--- config.mk ---
export PLATFORM = sky130hd
export DESIGN_NAME = fir_interp_flat
export DESIGN_NICKNAME = d
export VERILOG_FILES = /design/src/rtl/fir_interp_if.sv /design/src/rtl/fir_interp.sv /design/src/flat_wrapper.sv
export SDC_FILE = /design/constraint.sdc
export NUM_CORES = 2
export LEC_CHECK = 0
export CAP_MARGIN = 40
export CORE_UTILIZATION = 37
export DETAILED_ROUTE_END_ITERATION = 10
export MAX_ROUTING_LAYER = met4
export PLACE_DENSITY = 0.5
export SYNTH_ARGS = -nofsm -noshare
export SYNTH_HDL_FRONTEND = slang
export SYNTH_SLANG_ARGS = --single-unit
export TNS_END_PERCENT = 30
--- constraint.sdc ---
create_clock -name clock -period 7.9 [get_ports clock]
set_clock_uncertainty 0.1 [all_clocks]
set_input_delay 0.79 -clock clock [delete_from_list [all_inputs] [get_ports clock]]
set_output_delay 0.79 -clock clock [all_outputs]
set_load 0.02 [all_outputs]
--- src/rtl/fir_interp_if.sv ---
// Sample, coefficient-ROM and status bundle for the x2 polyphase FIR interpolator.
// The slave modport is the filter; the master side is the baseband source, the ROM and the consumer.
interface fir_interp_if #(
  parameter int TAPS      = 256,
  parameter int OUT_WIDTH = 32
);
  localparam int ADDR_W = $clog2(TAPS);

  logic                        in_strobe;
  logic signed [23:0]          in_data;
  logic        [ADDR_W-1:0]    coeff_addr;
  logic signed [23:0]          coeff;
  logic signed [OUT_WIDTH-1:0] out_data;
  logic                        out_strobe;
  logic                        busy;
  logic                        overrun;

  modport master (
    output in_strobe, in_data, coeff,
    input  coeff_addr, out_data, out_strobe, busy, overrun
  );

  modport slave (
    input  in_strobe, in_data, coeff,
    output coeff_addr, out_data, out_strobe, busy, overrun
  );
endinterface

--- src/rtl/fir_interp.sv ---
// TX x2 polyphase FIR interpolator: one input sample yields two outputs from a serial MAC.
// Define FIR_INTERP_SAT_EN to saturate the rounded output instead of wrapping it.
module fir_interp #(
  parameter int TAPS      = 256,
  parameter int OUT_WIDTH = 32,
  parameter int MSB       = 46
) (
  input logic           clock,
  input logic           reset_n,
  fir_interp_if.slave   bus
);
  localparam int HALF   = TAPS / 2;
  localparam int ADDR_W = $clog2(TAPS);
  localparam int PTR_W  = ADDR_W - 1;
  localparam int PROD_W = 48;
  localparam int ACC_W  = 56;
  localparam int LSB    = MSB - OUT_WIDTH + 1;

  typedef enum logic [2:0] {
    IDLE, LOAD, MAC0, FLUSH0, OUT0, MAC1, FLUSH1, OUT1
  } state_t;

  state_t state, next_state;

  logic signed [23:0]          sample_q;
  logic signed [23:0]          hist [HALF];
  logic        [PTR_W-1:0]     wr_ptr;
  logic        [PTR_W-1:0]     rd_idx;
  logic        [PTR_W-1:0]     tap;
  logic        [ADDR_W-1:0]    fill;
  logic        [1:0]           flush_cnt;
  logic signed [23:0]          hist_q;
  logic signed [23:0]          mult_a;
  logic signed [23:0]          mult_b;
  logic signed [PROD_W-1:0]    prod;
  logic                        v1, v2, v3;
  logic signed [ACC_W-1:0]     acc;
  logic signed [ACC_W-1:0]     acc_next;
  logic signed [OUT_WIDTH-1:0] out_rounded;
  logic                        issuing;
  logic                        last_tap;
  logic                        flush_done;

  // The tap index lives in the upper address bits; bit 0 is the polyphase select.
  assign tap        = bus.coeff_addr[ADDR_W-1:1];
  assign rd_idx     = wr_ptr - PTR_W'(1) - tap;
  assign issuing    = (state == MAC0) || (state == MAC1);
  assign last_tap   = (tap == PTR_W'(HALF - 1));
  assign flush_done = ((state == FLUSH0) || (state == FLUSH1)) && (flush_cnt == 2'd2);
  assign acc_next   = v3 ? acc + {{(ACC_W-PROD_W){prod[PROD_W-1]}}, prod} : acc;

`ifdef FIR_INTERP_SAT_EN
  localparam int SC_W = ACC_W - LSB + 1;
  logic signed [SC_W-1:0] scaled;

  // One guard bit above the accumulator catches the rounding carry as well as true overflow.
  assign scaled = {acc_next[ACC_W-1], acc_next[ACC_W-1:LSB]} + SC_W'(acc_next[LSB-1]);

  always_comb begin
    out_rounded = scaled[OUT_WIDTH-1:0];
    if (!((&scaled[SC_W-1:OUT_WIDTH-1]) || (~|scaled[SC_W-1:OUT_WIDTH-1]))) begin
      if (scaled[SC_W-1])
        out_rounded = {1'b1, {(OUT_WIDTH-1){1'b0}}};
      else
        out_rounded = {1'b0, {(OUT_WIDTH-1){1'b1}}};
    end
  end
`else
  assign out_rounded = acc_next[MSB:LSB] + OUT_WIDTH'(acc_next[LSB-1]);
`endif

  always_ff @(posedge clock or negedge reset_n) begin
    if (!reset_n) state <= IDLE;
    else          state <= next_state;
  end

  always_comb begin
    next_state = state;
    case (state)
      IDLE:    if (bus.in_strobe) next_state = LOAD;
      LOAD:    next_state = MAC0;
      MAC0:    if (last_tap) next_state = FLUSH0;
      FLUSH0:  if (flush_done) next_state = OUT0;
      OUT0:    next_state = MAC1;
      MAC1:    if (last_tap) next_state = FLUSH1;
      FLUSH1:  if (flush_done) next_state = OUT1;
      OUT1:    next_state = IDLE;
      default: next_state = IDLE;
    endcase
  end

  // History RAM has no reset; the fill counter masks entries not yet written.
  always_ff @(posedge clock) begin
    if (state == LOAD) hist[wr_ptr] <= sample_q;
  end

  always_ff @(posedge clock or negedge reset_n) begin
    if (!reset_n) begin
      sample_q       <= '0;
      wr_ptr         <= '0;
      fill           <= '0;
      flush_cnt      <= '0;
      bus.coeff_addr <= '0;
    end else begin
      if (state == IDLE && bus.in_strobe) sample_q <= bus.in_data;
      if (state == LOAD) begin
        wr_ptr <= wr_ptr + 1'b1;
        if (fill != ADDR_W'(HALF)) fill <= fill + 1'b1;
      end
      if (state == FLUSH0 || state == FLUSH1) flush_cnt <= flush_cnt + 1'b1;
      else                                    flush_cnt <= '0;
      case (state)
        LOAD:       bus.coeff_addr <= '0;
        MAC0, MAC1: if (!last_tap) bus.coeff_addr <= bus.coeff_addr + ADDR_W'(2);
        OUT0:       bus.coeff_addr <= ADDR_W'(1);
        OUT1:       bus.coeff_addr <= '0;
        default:    ;
      endcase
    end
  end

  // ROM and history read line up one clock after the address; the multiplier adds two more.
  always_ff @(posedge clock or negedge reset_n) begin
    if (!reset_n) begin
      v1     <= 1'b0;
      v2     <= 1'b0;
      v3     <= 1'b0;
      hist_q <= '0;
      mult_a <= '0;
      mult_b <= '0;
      prod   <= '0;
      acc    <= '0;
    end else begin
      v1     <= issuing;
      v2     <= v1;
      v3     <= v2;
      hist_q <= ({1'b0, tap} < fill) ? hist[rd_idx] : '0;
      mult_a <= bus.coeff;
      mult_b <= hist_q;
      prod   <= PROD_W'(mult_a) * PROD_W'(mult_b);
      if (state == LOAD || state == OUT0 || state == OUT1) acc <= '0;
      else                                                 acc <= acc_next;
    end
  end

  // The last product lands in the final flush cycle, so the output takes acc_next directly.
  always_ff @(posedge clock or negedge reset_n) begin
    if (!reset_n) begin
      bus.out_data   <= '0;
      bus.out_strobe <= 1'b0;
      bus.busy       <= 1'b0;
      bus.overrun    <= 1'b0;
    end else begin
      if (flush_done) bus.out_data <= out_rounded;
      bus.out_strobe <= (next_state == OUT0) || (next_state == OUT1);
      bus.busy       <= (next_state != IDLE);
      bus.overrun    <= bus.overrun | (bus.in_strobe & bus.busy);
    end
  end
endmodule
--- src/flat_wrapper.sv ---
// flat-port wrapper written by rule: the top's interface ports become plain ports
module fir_interp_flat 
#(
  parameter int TAPS      = 256,
  parameter int OUT_WIDTH = 32,
  parameter int MSB       = 46
)
  (clock, reset_n, bus_in_strobe, bus_in_data, bus_coeff, bus_coeff_addr, bus_out_data, bus_out_strobe, bus_busy, bus_overrun);
  fir_interp_if #(.TAPS(TAPS), .OUT_WIDTH(OUT_WIDTH)) bus_i ();
  input logic clock;
  input logic reset_n;
  input wire logic [$bits(bus_i.in_strobe)-1:0] bus_in_strobe;
  input wire logic [$bits(bus_i.in_data)-1:0] bus_in_data;
  input wire logic [$bits(bus_i.coeff)-1:0] bus_coeff;
  output wire logic [$bits(bus_i.coeff_addr)-1:0] bus_coeff_addr;
  output wire logic [$bits(bus_i.out_data)-1:0] bus_out_data;
  output wire logic [$bits(bus_i.out_strobe)-1:0] bus_out_strobe;
  output wire logic [$bits(bus_i.busy)-1:0] bus_busy;
  output wire logic [$bits(bus_i.overrun)-1:0] bus_overrun;
  assign bus_i.in_strobe = bus_in_strobe;
  assign bus_i.in_data = bus_in_data;
  assign bus_i.coeff = bus_coeff;
  assign bus_coeff_addr = bus_i.coeff_addr;
  assign bus_out_data = bus_i.out_data;
  assign bus_out_strobe = bus_i.out_strobe;
  assign bus_busy = bus_i.busy;
  assign bus_overrun = bus_i.overrun;
  fir_interp #(.TAPS(TAPS), .OUT_WIDTH(OUT_WIDTH), .MSB(MSB)) u_core (.clock(clock), .reset_n(reset_n), .bus(bus_i));
endmodule
# Word-level counts from Yosys, hierarchy flattened
# Memory sizes are Yosys's and may differ from the RTL's.
# Index checks and enable logic that the tools add are counted.
# classes
n_addsub	8
mul	1
div_mod_pow	0
magnitude_cmp	1
eq_ne	13
shift	0
mux	14
bitwise	2
reduce_logical	15
# ops
operator	n
$mux W56	2
$add A56 B56 Y56	1
$mul A24 B24 Y48	1
$add A32 B1 Y32	1
$mux W24	1
$pmux W3 S8	1
$pmux W8 S3	1
$eq A3 B3 Y1 const B	6
$mux W3	5
$add A8 B1 Y8 const B	1
$add A8 B2 Y8 const B	1
$lt A7 B8 Y1	1
$mux W8	1
$ne A8 B8 Y1 const B	1
$add A7 B1 Y7 const B	1
$eq A7 B7 Y1 const B	1
$sub A7 B1 Y7 const B	1
$sub A7 B7 Y7	1
$eq A3 B2 Y1 const B	2
$reduce_bool A3 Y1	2
$logic_or A1 B1 Y1	5
$reduce_and A2 Y1	2
$reduce_or A2 Y1	2
$eq A3 B1 Y1 const B	1
other kinds (10)	12
# word_totals
register_bits	266
latch_bits	0
mem_bits_rw	3072
rom_bits	0
output_inout_bits	43
elab_cells	74
memories	1
# mem_list
memory	depth	width	read_ports	rd_ports_with_merged_regs	write_ports	line	source
u_core.hist	128	24	1	0	1	fir_interp.sv:26	logic signed [23:0] hist [HALF];

# Logic depth before layout (Yosys ltp)
# logic_depth
word_depth	7
mapped_depth	28
depth_no_buf	27

# Worst setup path after synthesis
# Ideal clock, no wire load.
# synth_timing
path_type	reg-to-reg
from	register u_core.mult_a[23]
to	register u_core.prod[45]
setup_time_ps	80
t_arrival_ps	7231
t_required_ps	7720
path_slack_ps	489
stages_incl_launch_ff	27
synth_period_minus_slack_ps	7411
cell_sequence	dfrtp_1 clkbuf_1 nand2_1 inv_1 fa_1 fa_1 inv_1 fa_1 inv_1 fa_1 fa_1 fa_1 inv_1 fa_1 inv_1 ha_1 a21o_1 a21o_1 a21o_1 a21o_1 a21oi_1 o211ai_1 or3_1 a41o_1 a221o_1 a21oi_1 xnor2_1
# synth_via
elab_chain_len	1
# synth_rtl
item	line	source
start: declaration	fir_interp.sv:33	logic signed [23:0] mult_a;
start signal: assignment	fir_interp.sv:138	mult_a <= bus.coeff;
$mul A24 B24 Y48	fir_interp.sv:140	prod <= PROD_W'(mult_a) * PROD_W'(mult_b);
end signal: assignment	fir_interp.sv:140	
end: declaration	fir_interp.sv:35	logic signed [PROD_W-1:0] prod;
# Every way passes these cells.
# A chain may end at the register's enable or synchronous reset.

# Worst setup path in the final report
# layout_timing
from	register u_core.mult_a[15]
to	register u_core.prod[45]
# Same word-level chain as after synthesis.

==> metrics <==
outcome finished with violations; failing checks DRC; CP arrival 8.35 ns; I/O Buffers 93; vias in the first global route 81.23k; final core occ 42.88%; Die ar. 410,600 µm²; Syn Inst Count 8,183; Worst-Skew Late Latency 0.96 ns; final net count about 9.4k; Fill cells 35.62k; Tightest Pin Transition 0.9861 ns; slowest cell on the critical path fa_1; Placed Cells 13.63k; Cell variety after synth 101; Synth area leader edfxtp_1; Post-CTS Setup Inserts 0; Final HPWL DP 258,900 µm; Post-synth EDFFs 3,072; Vias/cell 5.349; Setup Crit Path Kind reg -> reg; TritonCTS Buffers between 300 and 400; minimum clock period roughly 7.6 ns; TritonCTS clock tree yes; crit path max fanout 12; synthesized flop and latch total 3,328; pwr dens approximately 220 nW/µm²; Primary FF master, synth edfxtp_1; slew margin rel. 34.26%; async set-reset flop share out of synthesis 7.692%; GP Congestion 0.8371; Sum Neg Setup Slack 0 ns; clk slew on worst S/H paths 0.06 ns; Synth-to-Final Area Change 15.33%; # clock sinks 3,328; Die Ht 640.8 µm; antenna-violating nets left 0; grt total ovfl 0; Mapped Nets about 9k; Max Freq about 0.13 GHz; initial core utilization 37.18%; maximum buffer depth of the clock tree 4; ranking of synthesized cells by area edfxtp_1, mux4_2, fa_1, dfrtp_1, inv_1; top-area cell type share of the netlist area about three fifths; Yosys Warn Count 0; Worst EP required 8.63 ns; Initial DRC Count 6,545; period utilization 96.45%; antenna violations before repair 26; first-pass GRT wire length around 600,000 µm; Via Count roughly 77k; peak supply drop 0.0001682 V; Pwr Total 37,790 µW; root buffer cell clkbuf_16; worst hold path type in -> reg; Crit. End Element register; # Max-Cap Violations 0; Seq/Total Area, Yosys 65.35%; Finished Cell Area about 170,000 µm²; DR WL/cell 29.14 µm; fraction of layout cells with a size suffix above 1 23.91%; Chip Width 640.8 µm; final hold viol count 0; Remaining DRCs 22; Non-Filler Instances 14.32k; overall routing resource usage 20.95%; Site Rows 234; largest net degree at the start of global routing 127; critical path startpoint category register; number of H-tree levels 5; I/O pin count between 90 and 100; Pleak about 0.056 µW; Crit path largest cell delay 0.59 ns; cell mode on critical path fa_1; Syn Area/Cell between 15 and 20 µm²; Routed WL between 400,000 and 500,000 µm; area of the core about 400,000 µm²; final setup fails 0; count of pins over their slew limit 0; unrepaired setup endpoints after global routing false; Post-Synthesis Cell Area 151,000 µm²; TritonRoute pass-1 iters 8; DP Area 162,100 µm²
-- cells in the mapped netlist, drive strengths merged, types with 79 or more instances --
master	n
clkbuf	312
mux2	79
a21oi	141
nor2	254
o21ai	89
ha	197
edfxtp	3072
inv	666
dfrtp	256
nand2	477
xnor2	91
mux4	960
and2	278
fa	601
buf	96
-- worst max-delay path: cells and delay by family (launching register included) --
family                   cells  cell delay [ns]
adder cells (fa/ha/maj)      8             3.91
AO/OA/AOI/OAI                9             1.85
buffers and inverters        5             0.63
flip-flops                   1             0.49
AND/OR/NAND/NOR              2             0.45
XOR/XNOR                     1             0.13
-- kinds of logic (layout without fill, tap and decap cells) --
| kind of cell | after synthesis | in the layout | synth area share (%) |
|---|---|---|---|
| other cells | 0 | 11 | 0 |
| xor+xnor | 125 | 125 | 0.7252 |
| buf+inv | 1074 | 1770 | 2.694 |
| compound gates | 490 | 490 | 2.227 |
| fa+ha+maj | 798 | 798 | 9.602 |
| simple gates | 1265 | 1265 | 4.072 |
| mux | 1103 | 1103 | 15.33 |
| flops | 3328 | 3328 | 65.35 |
-- cells in the final DEF (no fill, tap or decap), types with 64 or more instances in the layout --
cell	instances
xnor2_1	86
mux4_2	960
nand2_1	475
a21oi_1	137
ha_1	196
clkbuf_1	78
edfxtp_1	3072
mux2_2	79
buf_4	247
inv_1	665
nor2_1	130
and2_1	278
mux2i_1	64
o21ai_0	78
dfrtp_1	220
clkbuf_16	375
clkdlybuf4s50_1	92
nor2_4	120
clkinv_1	79
fa_1	599
clkinv_2	66
-- final timing paths --
check	start	to	slack, ns	cells after the start
setup / recovery	u_core.mult_a[15]	u_core.prod[45]	0.28	25
hold / removal	bus_coeff[0]	u_core.mult_a[0]	0.23	1
setup reg to reg	u_core.mult_a[15]	u_core.prod[45]	0.28	25
hold reg to reg	u_core.hist_q[20]	u_core.mult_b[20]	0.24	0
max in group asynchronous	reset_n	u_core.sample_q[20]	5.87	3
min in group asynchronous	reset_n	u_core.acc[21]	0.35	2
-- per-layer routing --
layer	global-route usage (%)	share of wire, %	vias to the layer above
met4	4.997	2.4	0
met5	-	0	-
li1	-	-	32126
met2	35.36	51	2048
met3	2.337	4.6	533
met1	27.26	42	41874
-- per-stage QoR --
stage	setup slack [ns]	hold WS, ns
6_report	0.2803	0.2339
5_1_grt	0.004040	0.1841
4_1_cts	0.01334	0.1548
3_5_place_dp	0.01794	0.2347
3_3_place_gp	-0.04110	0.2363
2_1_floorplan	0.4887	0.2312
-- flip-flops by register name, indices dropped and copies added, names as in the netlist, 3 cells and up --
name and count:
u_core.mult_b 24, u_core.fill 8, u_core.mult_a 24, u_core.hist_q 24
u_core.wr_ptr 7, u_core.hist 3072, u_core.sample_q 24, u_core.bus.out_data 32
u_core.prod 47, u_core.state 3, u_core.acc 47, u_core.bus.coeff_addr 8
-- cell type report --
type	instances	area (µm²)	share of cell area, %
sequential	3328	98760	56.72
multi-input combinational	3781	49310	28.32
clock buffer	461	9787	5.621
tap	5428	6792	3.900
timing repair buffer	434	4873	2.799
inverter	666	2500	1.436
clock inverter	209	2078	1.194
antenna	11	27.53	0.01581
-- repair_timing --
action                     4_1_cts  5_1_grt
hold endpoints to repair        72        0
setup endpoints to repair        0       12
hold buffers                     1        0
resized for setup                0       18
-- report_power, final --
part	internal (µW)	switching, µW	leakage [µW]	total [µW]
clock	9870	7150	0.00581	17000
sequential	19300	210	0.0274	19600
combinational	394	819	0.0225	1210
Power figures use the tool's default switching activity.
